**config.mk**
```make
export PLATFORM = sky130hd
export DESIGN_NAME = mmio_axi_master
export DESIGN_NICKNAME = d
export VERILOG_FILES = /design/src/rtl/mmio_axi_pkg.sv /design/src/rtl/mmio_axi_master.sv
export SDC_FILE = /design/constraint.sdc
export NUM_CORES = 1
export LEC_CHECK = 0
export BUFFER_PORTS_ARGS = -buffer_cell sky130_fd_sc_hd__clkbuf_2
export CAP_MARGIN = 20
export CORE_AREA = 2 2 107 109
export DETAILED_ROUTE_END_ITERATION = 10
export DIE_AREA = 0 0 109 111
export GPL_ROUTABILITY_DRIVEN = 1
export MAX_ROUTING_LAYER = met4
export PLACE_DENSITY = 0.83
export RECOVER_POWER = 100
export SETUP_SLACK_MARGIN = 0.2
export SLEW_MARGIN = 0
export SYNTH_ARGS = -nofsm -noshare
export SYNTH_HDL_FRONTEND = slang
export SYNTH_SLANG_ARGS = --single-unit
export TNS_END_PERCENT = 10
```
**constraint.sdc**
```tcl
create_clock -name aclk -period 7.23 [get_ports aclk]
set_clock_uncertainty 0.05 [all_clocks]
set_input_delay 0.723 -clock aclk [delete_from_list [all_inputs] [get_ports aclk]]
set_output_delay 0.723 -clock aclk [all_outputs]
set_load 0.02 [all_outputs]
```
**src/rtl/mmio_axi_pkg.sv**
```systemverilog
// Shared types and constants for the MMIO-to-AXI4-Lite master bridge:
// FSM state encoding, AXI response codes and default parameter values.
package mmio_axi_pkg;

   localparam int ADDR_W_DEF  = 32;
   localparam int DATA_W_DEF  = 32;
   localparam int TIMEOUT_DEF = 1024;

   localparam logic [1:0] RESP_OKAY   = 2'b00;
   localparam logic [1:0] RESP_SLVERR = 2'b10;
   localparam logic [1:0] RESP_DECERR = 2'b11;

   typedef enum logic [2:0] {
      IDLE    = 3'd0,
      WR_AW_W = 3'd1,
      WR_B    = 3'd2,
      RD_AR   = 3'd3,
      RD_R    = 3'd4,
      RESP    = 3'd5
   } state_t;

endpackage

```
**src/rtl/mmio_axi_master.sv**
```systemverilog
// Single-outstanding MMIO request port bridged onto an AXI4-Lite master,
// with a sticky timeout flag raised when a slave response is slow.
module mmio_axi_master
   import mmio_axi_pkg::*;
#(
   parameter int ADDR_W  = ADDR_W_DEF,
   parameter int DATA_W  = DATA_W_DEF,
   parameter int TIMEOUT = TIMEOUT_DEF
) (
   input  logic                aclk,
   input  logic                arst,

   input  logic                req_valid,
   output logic                req_ready,
   input  logic                req_we,
   input  logic [ADDR_W-1:0]   req_addr,
   input  logic [DATA_W-1:0]   req_wdata,
   input  logic [DATA_W/8-1:0] req_wstrb,

   output logic                rsp_valid,
   input  logic                rsp_ready,
   output logic [DATA_W-1:0]   rsp_rdata,
   output logic                rsp_err,

   output logic [ADDR_W-1:0]   M_AXI_awaddr,
   output logic [2:0]          M_AXI_awprot,
   output logic                M_AXI_awvalid,
   input  logic                M_AXI_awready,
   output logic [DATA_W-1:0]   M_AXI_wdata,
   output logic [DATA_W/8-1:0] M_AXI_wstrb,
   output logic                M_AXI_wvalid,
   input  logic                M_AXI_wready,
   input  logic [1:0]          M_AXI_bresp,
   input  logic                M_AXI_bvalid,
   output logic                M_AXI_bready,
   output logic [ADDR_W-1:0]   M_AXI_araddr,
   output logic [2:0]          M_AXI_arprot,
   output logic                M_AXI_arvalid,
   input  logic                M_AXI_arready,
   input  logic [DATA_W-1:0]   M_AXI_rdata,
   input  logic [1:0]          M_AXI_rresp,
   input  logic                M_AXI_rvalid,
   output logic                M_AXI_rready,

   output logic                timeout_flag,
   output logic [2:0]          debug_state
);

   localparam int               CNT_W   = $clog2(TIMEOUT + 1);
   localparam logic [CNT_W-1:0] CNT_MAX = CNT_W'(TIMEOUT);
   localparam logic [CNT_W-1:0] CNT_ONE = CNT_W'(1);

   state_t              state_q, state_d;
   logic [ADDR_W-1:0]   addr_q;
   logic [DATA_W-1:0]   wdata_q;
   logic [DATA_W/8-1:0] wstrb_q;
   logic                aw_done, w_done;
   logic [CNT_W-1:0]    wait_cnt;

   logic accept, misaligned, aw_hs, w_hs, in_wait;

   assign accept     = req_valid & req_ready;
   assign misaligned = (req_addr[1:0] != 2'b00);
   assign aw_hs      = M_AXI_awvalid & M_AXI_awready;
   assign w_hs       = M_AXI_wvalid & M_AXI_wready;
   assign in_wait    = state_q inside {WR_AW_W, WR_B, RD_AR, RD_R};

   assign M_AXI_awaddr = addr_q;
   assign M_AXI_araddr = addr_q;
   assign M_AXI_wdata  = wdata_q;
   assign M_AXI_wstrb  = wstrb_q;
   assign M_AXI_awprot = 3'b000;
   assign M_AXI_arprot = 3'b000;

   always_ff @(posedge aclk or posedge arst) begin
      if (arst) state_q <= IDLE;
      else      state_q <= state_d;
   end

   always_comb begin
      state_d = state_q;
      case (state_q)
         IDLE: begin
            if (accept) begin
               if (misaligned)  state_d = RESP;
               else if (req_we) state_d = WR_AW_W;
               else             state_d = RD_AR;
            end
         end
         // AW and W complete independently; leave once both have been seen.
         WR_AW_W: if ((aw_done | aw_hs) & (w_done | w_hs)) state_d = WR_B;
         WR_B:    if (M_AXI_bvalid)  state_d = RESP;
         RD_AR:   if (M_AXI_arready) state_d = RD_R;
         RD_R:    if (M_AXI_rvalid)  state_d = RESP;
         RESP:    if (rsp_ready)     state_d = IDLE;
         default: state_d = IDLE;
      endcase
   end

   always_comb begin
      req_ready     = (state_q == IDLE) & ~arst;
      M_AXI_awvalid = (state_q == WR_AW_W) & ~aw_done;
      M_AXI_wvalid  = (state_q == WR_AW_W) & ~w_done;
      M_AXI_bready  = (state_q == WR_B);
      M_AXI_arvalid = (state_q == RD_AR);
      M_AXI_rready  = (state_q == RD_R);
      rsp_valid     = (state_q == RESP);
      debug_state   = state_q;
   end

   // Request capture and response latching
   always_ff @(posedge aclk or posedge arst) begin
      if (arst) begin
         addr_q    <= '0;
         wdata_q   <= '0;
         wstrb_q   <= '0;
         aw_done   <= 1'b0;
         w_done    <= 1'b0;
         rsp_rdata <= '0;
         rsp_err   <= 1'b0;
      end else begin
         case (state_q)
            IDLE: begin
               if (accept) begin
                  addr_q    <= req_addr;
                  wdata_q   <= req_wdata;
                  wstrb_q   <= req_wstrb;
                  aw_done   <= 1'b0;
                  w_done    <= 1'b0;
                  rsp_rdata <= '0;
                  rsp_err   <= misaligned;
               end
            end
            WR_AW_W: begin
               if (aw_hs) aw_done <= 1'b1;
               if (w_hs)  w_done  <= 1'b1;
            end
            WR_B: begin
               if (M_AXI_bvalid) begin
                  rsp_rdata <= '0;
                  rsp_err   <= (M_AXI_bresp != RESP_OKAY);
               end
            end
            RD_R: begin
               if (M_AXI_rvalid) begin
                  rsp_rdata <= M_AXI_rdata;
                  rsp_err   <= (M_AXI_rresp != RESP_OKAY);
               end
            end
            default: ;
         endcase
      end
   end

   // Response-wait counter; saturates so the flag can never be missed or re-armed
   always_ff @(posedge aclk or posedge arst) begin
      if (arst) begin
         wait_cnt     <= '0;
         timeout_flag <= 1'b0;
      end else if (accept) begin
         wait_cnt <= '0;
      end else if (in_wait && (wait_cnt != CNT_MAX)) begin
         wait_cnt <= wait_cnt + CNT_ONE;
         if (wait_cnt == (CNT_MAX - CNT_ONE)) timeout_flag <= 1'b1;
      end
   end

endmodule

```
# Word-level counts from Yosys, hierarchy flattened
# Cells that the tools add are included.
[totals] inputBits=114 word_cells=78 output_inout_bits=150 ff_bits=118
[op_classes] bitwise_logic=13 mux=24 n_eq_ne=15 n_reduce_logical=15 addsub=1
[ops] cell="$mux W32" count=3
[ops] cell="$pmux W32 S3" count=1
[ops] cell="$mux W11" count=2
[ops] cell="$mux W3" count=7
[ops] cell="$pmux W3 S6" count=1
[ops] cell="$ne A2 B2 Y1 const B" count=6
[ops] cell="$add A11 B1 Y11 const B" count=1
[ops] cell="$eq A11 B10 Y1 const B" count=1
[ops] cell="$ne A11 B11 Y1 const B" count=1
[ops] cell="$reduce_bool A2 Y1" count=5
[ops] cell="$reduce_and A3 Y1" count=3
[ops] cell="$and A1 B1 Y1" count=7
[ops] cell="$eq A3 B2 Y1 const B" count=2
[ops] cell="$eq A3 B3 Y1 const B" count=2
[ops] cell="$mux W1" count=6
[ops] cell="$reduce_and A6 Y1" count=1
[ops] cell="$ne A2 B1 Y1 const B" count=2
[ops] cell="$not A1 Y1" count=4
[ops] cell="$pmux W1 S2" count=2
[ops] cell="$reduce_and A4 Y1" count=1
[ops] cell="$reduce_bool A4 Y1" count=1
[ops] cell="$eq A3 B1 Y1 const B" count=1
[ops] cell="$logic_not A3 Y1" count=1
[ops] cell="$pmux W1 S3" count=1
[ops] cell="other kinds (5)" count=6

# Longest topological paths before layout
# Gate-level depths: netlist of the first run.
[logic_depth] ltp_word=7 depth_mapped=8 ltp_nobuf=5

# Worst setup path after synthesis of the first run
# OpenSTA, ideal clock, no wires.
[synth_path] path_kind="reg2out" startpoint="reg state_q[1], in the netlist debug_state[1]" endpoint="out M_AXI_bready" n_path_buf=2 arrival_ns=1.454 setup_slack_ns=5.003 t_required_ns=6.457 stages_incl_launch_ff=5 cell_sequence="dfrtp_1 -> buf_6 -> clkbuf_1 -> inv_1 -> nor3_1"
[synth_between] elab_chain_len=1
[synth_rtl] item="from (decl)" line_no="mmio_axi_master.sv:53" source="state_t state_q, state_d;"
[synth_rtl] item="from (signal assigned)" line_no="mmio_axi_master.sv:77" source="else state_q <= state_d;"
[synth_rtl] item="$eq A3 B2 Y1" line_no="mmio_axi_master.sv:104" source="M_AXI_bready = (state_q == WR_B);"
[synth_rtl] item="to (decl)" line_no="mmio_axi_master.sv:35" source="output logic M_AXI_bready,"
# Every way passes these cells.

# Worst setup path in the final report of the first run
[layout_path] startpoint="reg state_q[0], in the netlist debug_state[0]" endpoint="reg wdata_q[27], in the netlist M_AXI_wdata[27]"
[layout_between] elab_chain_len=4
[layout_rtl] item="$logic_not A3 Y1 (*)" line_no="mmio_axi_master.sv:101, mmio_axi_master.sv:122"
[layout_rtl] item="$and A1 B1 Y1" line_no="mmio_axi_master.sv:101" source="req_ready = (state_q == IDLE) & ~arst;"
[layout_rtl] item="$and A1 B1 Y1" line_no="mmio_axi_master.sv:62" source="assign accept = req_valid & req_ready;"
[layout_rtl] item="$reduce_and A2 Y1 (no line) (*)"
[layout_rtl] item="to (signal assigned)" line_no="mmio_axi_master.sv:126" source="wdata_q <= req_wdata;"
[layout_rtl] item="to (decl)" line_no="mmio_axi_master.sv:55" source="logic [DATA_W-1:0] wdata_q;"
# Mark *: on every way between the ends. The rest lies on a longest branch, timed or not.
# A chain may end at the register's enable or synchronous reset.

==> key figures, run 1 <==
GRT
  – Initial antenna violation count: 0
  – Vias in the first global route: just over 4000
  – First-pass GRT wire length: roughly 20 mm
  – Largest net degree at the start of global routing: slightly below 80
  – Global Route Usage Sum: 0.2234
  – Global route overflow: 0

Worst setup path
  – Critical Path AT: 4.72 ns
  – R2r setup slk: 2.78 ns
  – Critical Path Fanout Max: 78
  – Crit-path max cell delay: between 2 and 2.5 ns
  – Critical Path Source Type: flop
  – Critical R2R Launch: debug_state[0]$_DFFE_PP0P_
  – Most used cell, CP: nand2_1
  – CP Class: reg2reg
  – Reg2Reg Depth: 5
  – Slowest stage cell on the critical path: clkbuf_1
  – Cell family with the largest share of critical-path delay: buffers and inverters
  – Worst setup EP type: flop
  – Req. time, crit path: about 7.5 ns
  – CP Buf/Inv Count: 1
  – Reg-to-reg endpoint: M_AXI_wdata[27]$_DFFE_PP0P_
  – Worst-path cell chain: or3_1 > nor2_4 > clkbuf_1 > nand2_1 > nand2_1

Timing
  – Slew Viols, Final: 278
  – Period utilisation layout: 0.6160
  – RSZ-0062 raised after global routing: no
  – Min Tclk post-route: 4.454 ns
  – Max transition margin: -1.224
  – Least-Margin Pin Slew: 3.336 ns
  – Final setup viols: 0
  – Fmax: 224.5 MHz
  – Final Hold Viols: 0
  – Setup TNS: 0 ns

Routing
  – Routed len/inst: ~14 um
  – Max layer used: met4
  – Remaining DRCs: 0
  – Via density per instance: roughly 4.7
  – Via count: ~4600
  – Detailed Routing Iterations Pass 1: 4
  – WL met1: between 5 and 6 mm
  – Initial DRC count: about 330
  – Number of routed nets with antenna violations: 0
  – DRT Wirelength: 13.00 mm
  – Wire length on met3: 956 um
  – Metal2 WL: 6.311 mm

Floorplanning
  – Die width: roughly 110 um
  – Die area: around 12000 um^2
  – Core area: approximately 11000 um^2
  – # IOs: roughly 260
  – Row Count: 39
  – Initial core utilization: 0.4716
  – Die height: between 100 and 150 um

Yosys
  – Async S/R FF share, synth: 1.000
  – Number of flops mapped to enable cells by yosys: 0
  – Synth Flop Type: dfrtp_1
  – Seq/Total Area, Yosys: 0.5653
  – Post-Syn Area: 5224 um^2
  – Yosys warns: 0
  – Syn Area/Cell: approximately 8.9 um^2
  – Gate Count Post-Synth: 590
  – Post-synthesis register bit count: between 100 and 150
  – Yosys cell types: between 40 and 50

Worst hold path
  – Hold worst-path end: M_AXI_wdata[3]$_DFFE_PP0P_
  – HP Class: reg2reg
  – Hold Path Origin: M_AXI_wdata[3]$_DFFE_PP0P_
  – Hold Path Stages: 2

Outcome
  – Violated checks: capacitance limit, slew limit
  – Status: finished with violations

Cells and area
  – Area growth, synth to finish: 27.07%
  – Share of cells above drive strength 1: 0.1822
  – Total Nets Final: 921
  – Diode count: 0
  – Finished Cell Area: between 6000 and 7000 um^2
  – Final Util: 0.5992

Placement
  – HPWL after detailed placement: 9.307 mm
  – Final Wtd Congestion: between 0.8 and 0.9
  – Count of input and output buffers: 257
  – Area after DPL: 6279 um^2

CTS
  – TritonCTS buffer count: 17
  – Post-cts hold buffer count: 0
  – Reg clk slew, reported paths: 0.05 ns
  – H-Tree Depth: 4
  – CTS tree: built
  – Clk Latency, worst-skew pair: ~0.40 ns
  – Setup bufs post-CTS: 0
  – Clock Path Buffers: 2
  – Root buffer cell: clkbuf_16
  – Post-cts sizing count: 0
  – # clock sinks: 118

Power and ir drop
  – Leakage: about 3.4 nW
  – Final Power: around 3.3 mW
  – P per Cell Area: approximately 490 nW/um^2
  – Peak VDD IR: 0.2258 mV

Flow run
  – Max Cap Viol: 5
report_power, final:
group | switching, mW | total (mW) | leakage (nW) | internal (mW)
Clock | 0.271 | 0.783 | 0.273 | 0.511
Sequential | 0.226 | 1.18 | 1.52 | 0.953
Combinational | 0.945 | 1.31 | 1.57 | 0.365
Total | 1.44 | 3.27 | 3.36 | 1.83
synth_stat cells, types with 2 or more instances:
cell type	number	area share
nand2_1	273	0.20
dfrtp_1	118	0.57
buf_4	39	0.056
o21ai_0	19	0.018
o21ai_1	18	0.017
buf_2	15	0.014
nor2_1	15	0.011
clkbuf_1	11	0.0079
inv_1	6	0.0043
nand3_1	6	0.0057
a21oi_1	5	0.0048
buf_6	5	0.011
and3_1	4	0.0048
nand2b_1	4	0.0048
or3_1	4	0.0048
xor2_1	4	0.0067
nor3_1	3	0.0029
nor4_1	3	0.0036
a31oi_1	2	0.0024
ha_1	2	0.0048
mux2i_1	2	0.0038
nand4_1	2	0.0024
nor2b_1	2	0.0024
o211ai_1	2	0.0029
o31ai_1	2	0.0029
worst max path at each step:
stage                               start                           to  slack [ns]  cells past startpoint
2_1_floorplan                        arst  M_AXI_araddr[0]$_DFFE_PP0P_        3.33                      1
3_3_place_gp                         arst          rsp_err$_DFFE_PP0P_        4.61                      4
3_5_place_dp   debug_state[1]$_DFFE_PP0P_      wait_cnt[0]$_DFFE_PP0P_        4.60                      5
4_1_cts        debug_state[1]$_DFFE_PP0P_                 M_AXI_rready        4.50                      4
5_1_grt        debug_state[1]$_DFFE_PP0P_  M_AXI_wdata[27]$_DFFE_PP0P_        2.32                      5
6_report       debug_state[0]$_DFFE_PP0P_  M_AXI_wdata[27]$_DFFE_PP0P_        2.78                      5
logic make-up after synthesis:
family	synth area share
AOI/OAI and AO/OA	0.06419
xor gates and xnor gates	0.008383
adders and majority gates	0.004790
buffers and inverters	0.09341
DFF	0.5653
muxes	0.008144
other	0.0007179
and+or+nand+nor	0.2551
layer usage:
layer	track usage	vias to the layer above
met5	-	-
met4	0.09145	0
met3	0.05820	14
li1	-	2266
met2	0.3478	198
met1	0.2761	2078
final cells by class:
class,instances,area [um^2]
fillers,1055,4439
flip-flops and latches,118,2953
multi-input cells,401,1798
repair buffers,261,1125
clock buffers,22,454.2
well taps,143,178.9
clock inverters,10,105.1
inverters,6,23.77
flip-flops by register name, summed over array words and instances, names as in the netlist:
signal        count
w_done            1
wait_cnt         11
timeout_flag      1
M_AXI_wdata      32
aw_done           1
M_AXI_wstrb       4
debug_state       3
rsp_err           1
M_AXI_araddr     32
rsp_rdata        32
worst register-to-register path, delay by kind of cell, from the launching register on:
| kind | cells | cell delay, ns |
|---|---|---|
| AND/OR/NAND/NOR | 4 | 1.43 |
| flip-flops | 1 | 0.55 |
| buffers and inverters | 1 | 2.34 |
per-stage QoR:
| stage | hold WS (ns) | setup slack (ns) | cells |
|---|---|---|---|
| after floorplan | 0.4258 | 3.328 | 595 |
| after global placement | 0.4044 | 4.615 | 929 |
| after detailed placement | 0.4066 | 4.596 | 929 |
| after CTS | 0.4261 | 4.504 | 961 |
| after global routing | 0.4424 | 2.318 | 961 |
| final | 0.4230 | 2.776 | 961 |
cells in the final DEF (no fill, tap or decap), types with 2 or more instances in the layout:
cell type / Yosys / routed
a21oi_1: 5 / 5
clkinvlp_4: 0 / 2
nor3_1: 3 / 3
and3_1: 4 / 4
clkbuf_1: 11 / 151
clkbuf_16: 0 / 17
o31ai_1: 2 / 2
dfrtp_1: 118 / 118
o21ai_0: 19 / 36
clkinv_2: 0 / 6
o211ai_1: 2 / 2
nor4_1: 3 / 3
a31oi_1: 2 / 2
mux2i_1: 2 / 2
nand3_1: 6 / 6
ha_1: 2 / 2
inv_1: 6 / 5
conb_1: 1 / 6
nor2b_1: 2 / 2
nand2b_1: 4 / 4
nor2_1: 15 / 14
bufinv_16: 0 / 2
nand2_1: 273 / 273
clkbuf_2: 0 / 113
xor2_1: 4 / 4
nand4_1: 2 / 3
or3_1: 4 / 4
No activity file was read; power rests on OpenSTA's default activity.
==> run 2, diff against run 1 <==
--- a/config.mk
+++ b/config.mk
@@ -7,12 +7,12 @@
 export LEC_CHECK = 0
 export BUFFER_PORTS_ARGS = -buffer_cell sky130_fd_sc_hd__clkbuf_2
 export CAP_MARGIN = 20
-export CORE_AREA = 2 2 107 109
+export CORE_AREA = 2 2 116 118
 export DETAILED_ROUTE_END_ITERATION = 10
-export DIE_AREA = 0 0 109 111
+export DIE_AREA = 0 0 118 120
 export GPL_ROUTABILITY_DRIVEN = 1
 export MAX_ROUTING_LAYER = met4
-export PLACE_DENSITY = 0.83
+export PLACE_DENSITY = 0.75
 export RECOVER_POWER = 100
 export SETUP_SLACK_MARGIN = 0.2
 export SLEW_MARGIN = 0
==> constraint.sdc (replaced) <==
create_clock -name aclk -period 3.59 [get_ports aclk]
set_clock_uncertainty 0.05 [all_clocks]
set_input_delay 0.359 -clock aclk [delete_from_list [all_inputs] [get_ports aclk]]
set_output_delay 0.359 -clock aclk [all_outputs]
set_load 0.02 [all_outputs]
==> run 2 against run 1 <==
Effect of this change: the flow still finishes with violations (capacitance limit, slew limit); design area increased by 1.5%; routed wire length increased by 3.7%; sequential share of layout area decreased by 0.68 points; combinational power increased by 100%; clock power increased by 110%; via count increased by 0.35%; critical path type unchanged.
==> key figures, run 2 (synthesis results as in run 1) <==
Floorplanning
  – Core area: between 10000 and 15000 um^2
  – Row Count: 42
  – # IOs: ~260
  – Initial core utilization: 0.4024
  – Die width: 118 um
  – Die area: around 14000 um^2
  – Die height: between 100 and 150 um

Routing
  – Metal2 WL: approximately 6.3 mm
  – Routed len/inst: roughly 14 um
  – Remaining DRCs: 0
  – WL met1: just under 6 mm
  – Number of routed nets with antenna violations: 0
  – Max layer used: met4
  – Detailed Routing Iterations Pass 1: 4
  – Via count: 4572
  – Via density per instance: ~4.6
  – Initial DRC count: around 230
  – Wire length on met3: approximately 1.1 mm
  – DRT Wirelength: roughly 13 mm

Power and ir drop
  – Clock power share: 0.251
  – Sequential Power Share: 0.354
  – P per Cell Area: between 900 and 1000 nW/um^2
  – Peak VDD IR: between 0.4 and 0.5 mV
  – Switching pwr: 2.928 mW
  – Sw Ratio: 0.4378
  – Internal: about 3.8 mW
  – Comb pwr share: 0.396
  – Leakage: 3.387 nW

Cells and area
  – Share of cells above drive strength 1: 0.1864
  – Diode count: 0
  – Most common cell after layout, fill and taps aside: nand2_1
  – Most frequent cells in the layout: nand2_1 (273), clkbuf_1 (152), dfrtp_1 (118), clkbuf_2 (115), o21ai_0 (36)
  – Total Nets Final: between 900 and 1000
  – Area growth, synth to finish: 29.03%

Timing
  – RSZ-0062 raised after global routing: no
  – Slew Viols, Final: 39
  – Setup TNS: 0 ns
  – Max transition margin: -0.1735
  – Final Hold Viols: 0
  – Fmax: ~350 MHz
  – Period utilisation layout: 0.8021
  – Final setup margin: between 0.7 and 0.8 ns
  – Final setup viols: 0
  – Min Tclk post-route: between 2 and 3 ns
  – Least-Margin Pin Slew: about 1.8 ns

Worst setup path
  – Req. time, crit path: ~3.9 ns
  – Worst-path cell chain: or3_1 > or2_2 > clkbuf_1 > o211ai_1 > o31ai_1
  – CP Class: reg2reg
  – Worst setup EP type: flop
  – Critical Path Source Type: flop
  – Slowest stage cell on the critical path: clkbuf_1
  – Crit-path max cell delay: ~0.82 ns
  – Critical Path AT: around 3.1 ns
  – Cell family with the largest share of critical-path delay: simple AND/OR/NAND/NOR gates
  – CP Buf/Inv Count: 1
  – Critical Path Fanout Max: 23

GRT
  – Largest net degree at the start of global routing: roughly 80
  – Global route overflow: 0
  – First-pass GRT wire length: between 20 and 25 mm
  – Global Route Usage Sum: 0.1990
  – Vias in the first global route: between 4000 and 5000
  – Initial antenna violation count: 0

CTS
  – H-Tree Depth: 4
  – Reg clk slew, reported paths: 0.05 ns
  – Post-cts sizing count: 0
  – Clock Path Buffers: 2
  – TritonCTS buffer count: 17
  – CTS tree: built
  – Root buffer cell: clkbuf_16
  – Clk Latency, worst-skew pair: about 0.41 ns
  – # clock sinks: ~120
  – Post-cts hold buffer count: 0
  – Setup bufs post-CTS: 0

Worst hold path
  – HP Class: in2reg

Outcome
  – Violated checks: capacitance limit, slew limit
  – Status: finished with violations

Placement
  – Count of input and output buffers: roughly 260
  – HPWL after detailed placement: a little under 10 mm
  – Final Wtd Congestion: approximately 0.8
  – Worst slack, placed: 1.154 ns

Flow run
  – Max Cap Viol: 1
==> run 2: power by group through the flow <==
stage	clock (mW)	combinational (mW)	sequential (mW)
after floorplan	0	1.55	2.93
after global placement	0	2.82	2.37
after detailed placement	0	2.88	2.38
after CTS	1.72	2.88	2.37
after global routing	1.78	2.91	2.46
final	1.68	2.65	2.36
==> run 2: final timing paths <==
kind / from / endpoint / slack [ns] / depth (start not counted)
min reg2reg: timeout_flag$_DFFE_PP0P_ / timeout_flag$_DFFE_PP0P_ / 0.41 / 1
min: req_wdata[13] / M_AXI_wdata[13]$_DFFE_PP0P_ / 0.09 / 3
max in group asynchronous: arst / rsp_rdata[14]$_DFFE_PP0P_ / 2.01 / 3
max reg2reg: debug_state[1]$_DFFE_PP0P_ / wait_cnt[8]$_DFFE_PP0P_ / 0.71 / 5
max: debug_state[1]$_DFFE_PP0P_ / wait_cnt[8]$_DFFE_PP0P_ / 0.71 / 5
min in group asynchronous: arst / M_AXI_wdata[27]$_DFFE_PP0P_ / 0.40 / 2
==> run 2: cell type report <==
type | instances | area (um^2)
Timing Repair Buffer | 264 | 1159
Sequential cell | 118 | 2953
Inverter | 6 | 23.77
Clock inverter | 8 | 123.9
Clock buffer | 24 | 461.7
Multi-Input combinational cell | 401 | 1799
Fill cell | 1323 | 6240
Tap cell | 176 | 220.2
==> run 2: metrics by stage <==
step,power [mW],area [um^2],util,std cells,hold WS [ns]
after floorplan,4.477,5246,-,595,0.4144
after global placement,5.188,6349,0.4891,964,0.4048
after detailed placement,5.259,6349,0.4891,964,0.4028
after CTS,6.968,6934,0.5342,996,0.06705
after global routing,7.149,6740,0.5193,997,0.06938
final,6.687,6740,0.5193,997,0.08584
==> run 2: worst register-to-register path: stages, from the launching register on <==
cell,delay (ns)
dfrtp_1,0.70
or3_1,0.41
or2_2,0.49
clkbuf_1,0.83
o211ai_1,0.19
o31ai_1,0.12
==> run 2: metal layers <==
layer	track usage	up-vias
met3	0.06797	18
met1	0.2450	2087
li1	-	2264
met2	0.3103	203
met4	0.06401	0
met5	-	-
